`src/rtl/ssd_scan_if.sv`:
```
// ssd_scan_if -- bundle between the game logic and the seven-segment scanner.
//   master : game-side view; drives load/hex_in/dp_in/dig_en and observes the pins
//   slave  : scanner-side view; samples the load request and drives the pins
// Signals:
//   load       1-cycle strobe capturing hex_in/dp_in/dig_en into the pending buffer
//   hex_in     16-bit value, digit0=[15:12] (leftmost) .. digit3=[3:0]
//   dp_in      per-digit decimal point request, 1=lit
//   dig_en     per-digit enable, 1=shown
//   seg        active-low segments, seg[0]=a .. seg[6]=g
//   dp         active-low decimal point
//   an         active-low anode enables, an[0]=leftmost
//   frame_done 1-cycle pulse after each frame boundary
interface ssd_scan_if;
  logic        load;
  logic [15:0] hex_in;
  logic [3:0]  dp_in;
  logic [3:0]  dig_en;
  logic [6:0]  seg;
  logic        dp;
  logic [3:0]  an;
  logic        frame_done;

  modport master (
    output load, hex_in, dp_in, dig_en,
    input  seg, dp, an, frame_done
  );

  modport slave (
    input  load, hex_in, dp_in, dig_en,
    output seg, dp, an, frame_done
  );
endinterface

```
`src/rtl/ssd_scan_ctrl.sv`:
```
// ssd_scan_ctrl -- four-digit common-anode seven-segment scan controller.
// Time-multiplexes the shared segment bus over an[3:0]. A 16-bit hex value plus
// per-digit enable and DP bits are double-buffered: load writes the pending
// buffer, and pending is promoted to active only at a frame boundary.
// Ports:
//   clk    single clock, all state on posedge
//   reset  synchronous, active-high
//   bus    ssd_scan_if.slave (load/hex_in/dp_in/dig_en in, seg/dp/an/frame_done out)
// Parameters:
//   REFRESH_DIV  cycles per digit slot (>= 2)
//   DEAD_CYCLES  blanked cycles at the start of each slot (< REFRESH_DIV)
// Configuration macro:
//   SSD_DEADTIME_EN  when defined, the first DEAD_CYCLES pin-cycles of every slot
//                    are blanked (anti-ghosting); otherwise DEAD_CYCLES is ignored.
module ssd_scan_ctrl #(
  parameter int REFRESH_DIV = 16,
  parameter int DEAD_CYCLES = 2
) (
  input  logic       clk,
  input  logic       reset,
  ssd_scan_if.slave  bus
);

  localparam int CNT_W = (REFRESH_DIV > 1) ? $clog2(REFRESH_DIV) : 1;
  localparam logic [CNT_W-1:0] SLOT_TC = CNT_W'(REFRESH_DIV - 1);
  localparam logic [CNT_W-1:0] DEAD_TC = CNT_W'(DEAD_CYCLES);

`ifdef SSD_DEADTIME_EN
  localparam logic DT_EN = 1'b1;
`else
  localparam logic DT_EN = 1'b0;
`endif

  // Active-low {g..a} pattern for one hex nibble.
  function automatic logic [6:0] seg_decode(input logic [3:0] nib);
    logic [6:0] pat;
    case (nib)
      4'h0:    pat = 7'b1000000;
      4'h1:    pat = 7'b1111001;
      4'h2:    pat = 7'b0100100;
      4'h3:    pat = 7'b0110000;
      4'h4:    pat = 7'b0011001;
      4'h5:    pat = 7'b0010010;
      4'h6:    pat = 7'b0000010;
      4'h7:    pat = 7'b1111000;
      4'h8:    pat = 7'b0000000;
      4'h9:    pat = 7'b0010000;
      4'hA:    pat = 7'b0001000;
      4'hB:    pat = 7'b0000011;
      4'hC:    pat = 7'b1000110;
      4'hD:    pat = 7'b0100001;
      4'hE:    pat = 7'b0000110;
      4'hF:    pat = 7'b0001110;
      default: pat = 7'h7F;
    endcase
    return pat;
  endfunction

  logic [CNT_W-1:0] slot_cnt_r;
  logic [1:0]       idx_r;
  logic [15:0]      act_hex_r, pend_hex_r;
  logic [3:0]       act_dp_r,  pend_dp_r;
  logic [3:0]       act_en_r,  pend_en_r;
  logic             pend_r;

  logic [6:0] seg_r;
  logic       dp_r;
  logic [3:0] an_r;
  logic       frame_done_r;

  logic       tc_s;
  logic       boundary_s;
  logic [3:0] nib_s;
  logic       show_s;
  logic [6:0] seg_nxt_s;
  logic       dp_nxt_s;
  logic [3:0] an_nxt_s;

  assign tc_s       = (slot_cnt_r == SLOT_TC);
  assign boundary_s = tc_s && (idx_r == 2'd3);

  // Slot counter and digit index: the index steps once per slot and wraps every frame.
  always_ff @(posedge clk) begin
    if (reset) begin
      slot_cnt_r <= '0;
      idx_r      <= 2'd0;
    end else if (tc_s) begin
      slot_cnt_r <= '0;
      idx_r      <= idx_r + 2'd1;
    end else begin
      slot_cnt_r <= slot_cnt_r + CNT_W'(1);
    end
  end

  // Double buffer: promotion uses the old pending value even when a load
  // lands on the boundary cycle; that load then stays pending for next frame.
  always_ff @(posedge clk) begin
    if (reset) begin
      act_hex_r  <= 16'h0000;
      act_dp_r   <= 4'h0;
      act_en_r   <= 4'h0;
      pend_hex_r <= 16'h0000;
      pend_dp_r  <= 4'h0;
      pend_en_r  <= 4'h0;
      pend_r     <= 1'b0;
    end else begin
      if (boundary_s && pend_r) begin
        act_hex_r <= pend_hex_r;
        act_dp_r  <= pend_dp_r;
        act_en_r  <= pend_en_r;
      end
      if (bus.load) begin
        pend_hex_r <= bus.hex_in;
        pend_dp_r  <= bus.dp_in;
        pend_en_r  <= bus.dig_en;
        pend_r     <= 1'b1;
      end else if (boundary_s) begin
        pend_r <= 1'b0;
      end
    end
  end

  // Next pin values for the current digit; blanked if disabled or in dead time.
  always_comb begin
    nib_s = 4'h0;
    case (idx_r)
      2'd0:    nib_s = act_hex_r[15:12];
      2'd1:    nib_s = act_hex_r[11:8];
      2'd2:    nib_s = act_hex_r[7:4];
      2'd3:    nib_s = act_hex_r[3:0];
      default: nib_s = 4'h0;
    endcase
    show_s = act_en_r[idx_r] && !(DT_EN && (slot_cnt_r < DEAD_TC));
    if (show_s) begin
      an_nxt_s  = ~(4'b0001 << idx_r);
      seg_nxt_s = seg_decode(nib_s);
      dp_nxt_s  = ~act_dp_r[idx_r];
    end else begin
      an_nxt_s  = 4'b1111;
      seg_nxt_s = 7'h7F;
      dp_nxt_s  = 1'b1;
    end
  end

  // Pin registers: every output comes straight from a flop, so an cannot glitch.
  always_ff @(posedge clk) begin
    if (reset) begin
      an_r         <= 4'b1111;
      seg_r        <= 7'h7F;
      dp_r         <= 1'b1;
      frame_done_r <= 1'b0;
    end else begin
      an_r         <= an_nxt_s;
      seg_r        <= seg_nxt_s;
      dp_r         <= dp_nxt_s;
      frame_done_r <= boundary_s;
    end
  end

  assign bus.an         = an_r;
  assign bus.seg        = seg_r;
  assign bus.dp         = dp_r;
  assign bus.frame_done = frame_done_r;

endmodule

```
`src/flat_wrapper.sv`:
```
// flat-port wrapper written by rule: the top's interface ports become plain ports
module ssd_scan_ctrl_flat 
#(
  parameter int REFRESH_DIV = 16,
  parameter int DEAD_CYCLES = 2
)
  (clk, reset, bus_load, bus_hex_in, bus_dp_in, bus_dig_en, bus_seg, bus_dp, bus_an, bus_frame_done);
  ssd_scan_if bus_i ();
  input  logic clk;
  input  logic reset;
  input wire logic [$bits(bus_i.load)-1:0] bus_load;
  input wire logic [$bits(bus_i.hex_in)-1:0] bus_hex_in;
  input wire logic [$bits(bus_i.dp_in)-1:0] bus_dp_in;
  input wire logic [$bits(bus_i.dig_en)-1:0] bus_dig_en;
  output wire logic [$bits(bus_i.seg)-1:0] bus_seg;
  output wire logic [$bits(bus_i.dp)-1:0] bus_dp;
  output wire logic [$bits(bus_i.an)-1:0] bus_an;
  output wire logic [$bits(bus_i.frame_done)-1:0] bus_frame_done;
  assign bus_i.load = bus_load;
  assign bus_i.hex_in = bus_hex_in;
  assign bus_i.dp_in = bus_dp_in;
  assign bus_i.dig_en = bus_dig_en;
  assign bus_seg = bus_i.seg;
  assign bus_dp = bus_i.dp;
  assign bus_an = bus_i.an;
  assign bus_frame_done = bus_i.frame_done;
  ssd_scan_ctrl #(.REFRESH_DIV(REFRESH_DIV), .DEAD_CYCLES(DEAD_CYCLES)) u_core (.clk(clk), .reset(reset), .bus(bus_i));
endmodule
```
`config.mk`:
```
export PLATFORM = sky130hd
export DESIGN_NAME = ssd_scan_ctrl_flat
export DESIGN_NICKNAME = d
export VERILOG_FILES = /design/src/rtl/ssd_scan_if.sv /design/src/rtl/ssd_scan_ctrl.sv /design/src/flat_wrapper.sv
export SDC_FILE = /design/constraint.sdc
export NUM_CORES = 1
export LEC_CHECK = 0
export CAP_MARGIN = 25
export CORE_MARGIN = 3
export CORE_UTILIZATION = 48
export DETAILED_ROUTE_END_ITERATION = 8
export HOLD_SLACK_MARGIN = 0.05
export PLACE_DENSITY = 0.8
export SYNTH_ARGS = -nofsm -noshare
export SYNTH_HDL_FRONTEND = slang
export SYNTH_SLANG_ARGS = --single-unit
```
`constraint.sdc`:
```
create_clock -name clk -period 2.24 [get_ports clk]
set_input_delay 0.336 -clock clk [delete_from_list [all_inputs] [get_ports clk]]
set_output_delay 0.336 -clock clk [all_outputs]
set_load 0.02 [all_outputs]
```
==> results.sh <==
export IMPL_fin_util_pct=66.71
export IMPL_reg2reg_slack_ns=-0.01
export IMPL_cts_buffers=9
export IMPL_final_common_cell="dfxtp_1"
export IMPL_placed_area_sq_um=3184
export IMPL_layout_setup_ws_ns=-0.01014
export IMPL_drcViolationCount=0
export IMPL_end_kind="flop"
export IMPL_routed_wl_mm=5.624
export IMPL_fillCellCount=431
export IMPL_die_x_um=81.33
export IMPL_hold_class="primary input to flop"
export IMPL_pwr_share_clk_pct=42.3
export IMPL_grt_usage_pct=17.40
export IMPL_grt_use_met1_pct=20.03
export IMPL_internal_power_mw=1.911
export IMPL_hold_buffers=0
export IMPL_maxSlewViolCount=0
export IMPL_ys_seq_elements=68
export IMPL_grt_busiest_layer="met2"
export IMPL_synthMuxAreaShare_pct=13.41
export IMPL_syn2layout_area_growth_pct=29.86
export IMPL_drt_iter0_drc=86
export IMPL_path_clk_slew_ns=0.06
export IMPL_io_pin_count=40
export IMPL_setup_violations=1
export IMPL_rows=26
export IMPL_synth_warning_count=0
export IMPL_swShare_pct=20.04
export IMPL_multi_input_area_sq_um=1365
export IMPL_postSynthAreaPerCell_sq_um=9.425
export IMPL_grt_pass1_vias=1949
export IMPL_synthArstFlopShare_pct=0
export IMPL_netlist_instances=289
export IMPL_grt_use_met2_pct=28.99
export IMPL_nNetsFinal=374
export IMPL_grt_max_degree=57
export IMPL_rsz0062_at_grt="true"
export IMPL_start_util_pct=51.37
export IMPL_htree_levels=3
export IMPL_outcome="finished with violations"
export IMPL_clock_skew_ns=0.006283
export IMPL_powerDensity_nw_per_um2=675.8
export IMPL_final_period_utilization_pct=100.5
export IMPL_seqPwrFrac_pct=52.6
export IMPL_antenna_cells=0
export IMPL_ys_types=35
export IMPL_grt_pass1_wl_mm=8.666
export IMPL_reg2reg_from="u_core.idx_r[1]"
export IMPL_synth_top_area_share_pct=49.98
export IMPL_slew_headroom_pct=47.91
export IMPL_post_route_min_period_ns=2.250
export IMPL_arrival_ns=2.46
export IMPL_worstPathRequired_ns=2.45
export IMPL_power_leakage_nw=1.333
export IMPL_firstDrtPassIters=4
export IMPL_total_power_mw=2.390
export IMPL_path_class="flop to flop"
export IMPL_seq_area_sq_um=1369
export IMPL_crit_start="u_core.idx_r[1]"
export IMPL_synth_fp_nets=328
export IMPL_drv_cap=0
export IMPL_core_region_area_sq_um=5303
export IMPL_power_frac_comb_pct=5.1
export IMPL_ir_drop_mv=0.4781
export IMPL_clock_latency_ns=0.34
export IMPL_drive_gt1_share_pct=14.45
export IMPL_startpoint_type="flop"
export IMPL_yosys_top_cells_area="dfxtp_1 (50%), mux2i_1 (10%), nand2_1 (8.0%)"
export IMPL_setup_tns_final_ns=-0.01014
export IMPL_port_buffers=39
export IMPL_violations="negative setup slack"
export IMPL_most_common_layout_cells="dfxtp_1 (66), nand2_1 (58), clkdlybuf4s50_1 (38)"
export IMPL_grt_use_met3_pct=7.539
export IMPL_min_from="reset"
export IMPL_crit_fanout=6
export IMPL_tightest_slew_ns=0.7814
export IMPL_synth_top_family_by_area="simple AND/OR/NAND/NOR gates"
export IMPL_hold_viol=0
export IMPL_cts_sinks=68
export IMPL_vias=2118
export IMPL_dieArea_sq_um=6615
export IMPL_synthAdderAreaFrac_pct=5.512
export IMPL_synth_compound_area_share_pct=10.79
export IMPL_dp_hpwl_mm=3.654
export IMPL_clock_fmax_mhz=444.4
export IMPL_cts_tree="built"
export IMPL_synth_area_sq_um=2724
export IMPL_synth_top_cell_by_area="dfxtp_1"
export IMPL_via_per_inst=5.178
export IMPL_cts_root_buf="clkbuf_8"
export IMPL_cts_buffer_depth=2
export IMPL_synth_edff_count=0
export IMPL_ant_nets=0
export IMPL_net_switching_power_mw=0.4790
export IMPL_ys_seq_area_share_pct=49.98
export IMPL_dp_slack_ns=-0.02453
export IMPL_synth_xor_area_share_pct=0.9646
export IMPL_wl_per_cell_um=13.75
export IMPL_antenna_found_initial=0
export IMPL_fp_dieH_um=81.33
export IMPL_synthFlopType="dfxtp_1"
export IMPL_yosys_area_share_simple_pct=15.30
export IMPL_place_congestion=0.8124
export IMPL_design_area_sq_um=3537
export IMPL_overflow=0
==> per-layer routing <==
metal	share of wire [%]	vias up
met5	0	-
met4	1.8	0
met3	4.7	15
met2	50	53
met1	43	979
li1	-	1071
==> kinds of logic (layout without fill, tap and decap cells) <==
| kind of cell | count (synthesis) | after routing |
|---|---|---|
| and+or+nand+nor | 102 | 102 |
| buffers and inverters | 25 | 75 |
| adders and majority gates | 12 | 12 |
| muxes | 33 | 33 |
| DFF | 68 | 68 |
| xor gates and xnor gates | 3 | 3 |
| AOI/OAI and AO/OA | 46 | 46 |
==> cell usage after synthesis, types with 4 or more instances <==
master,n
dfxtp_1,68
nand2_1,58
nor2_1,31
a21oi_1,30
mux2i_1,28
ha_1,12
inv_1,8
buf_2,7
clkbuf_1,7
a222oi_1,4
==> worst max-delay path: stages, from the launching register on <==
cell and delay (ns):
dfxtp_4 0.37, inv_1 0.15, ha_1 0.21, inv_1 0.08, buf_4 0.18, a21oi_2 0.18, inv_2 0.08, buf_4 0.14
ha_1 0.20, nor4_1 0.47, a211oi_2 0.06
==> final timing paths <==
path                                            to  cells after the start
worst min-delay path              u_core.bus.an[2]                      3
worst max register to register   u_core.bus.seg[0]                     10
worst min register to register  u_core.act_dp_r[3]                      2
worst max-delay path             u_core.bus.seg[0]                     10
==> metrics by stage <==
step                hold slack [ns]  std cells
floorplan                    0.4312        289
global placement             0.4405        390
detailed placement           0.4472        390
global route                 0.2907        409
finish                       0.2859        409
CTS                          0.2655        405
==> layout make-up <==
| cell class | instances | share of cell area, % |
|---|---|---|
| clock inverter | 1 | 0.8490 |
| clock buffer | 14 | 4.882 |
| multi-input combinational | 196 | 38.59 |
| sequential | 68 | 38.70 |
| timing repair buffer | 52 | 13.65 |
| inverter | 8 | 0.8490 |
| tap | 70 | 2.476 |
==> repair_timing <==
item | CTS | global route
endpoints found under the setup margin | 2 | 4
gates resized for setup | 2 | 21
pin swaps | 0 | 4
setup buffers | 0 | 4
==> power groups by stage <==
| stage | sequential, mW | clock (mW) | combinational [mW] |
|---|---|---|---|
| global route | 1.26 | 1.10 | 0.136 |
| floorplan | 1.28 | 0 | 0.0678 |
| finish | 1.26 | 1.01 | 0.123 |
| detailed placement | 1.29 | 0 | 0.123 |
| global placement | 1.28 | 0 | 0.120 |
| CTS | 1.26 | 1.04 | 0.124 |
==> sequential cells by signal (all words and copies together) (netlist names) <==
| register | count |
|---|---|
| u_core.slot_cnt_r | 4 |
| u_core.bus.frame_done | 1 |
| u_core.bus.seg | 7 |
| u_core.pend_dp_r | 4 |
| u_core.pend_hex_r | 16 |
| u_core.bus.an | 4 |
| u_core.act_hex_r | 16 |
| u_core.pend_r | 1 |
| u_core.act_dp_r | 4 |
| u_core.idx_r | 2 |
| u_core.act_en_r | 4 |
| u_core.bus.dp | 1 |
| u_core.pend_en_r | 4 |
(Power assumes the default switching activity.)
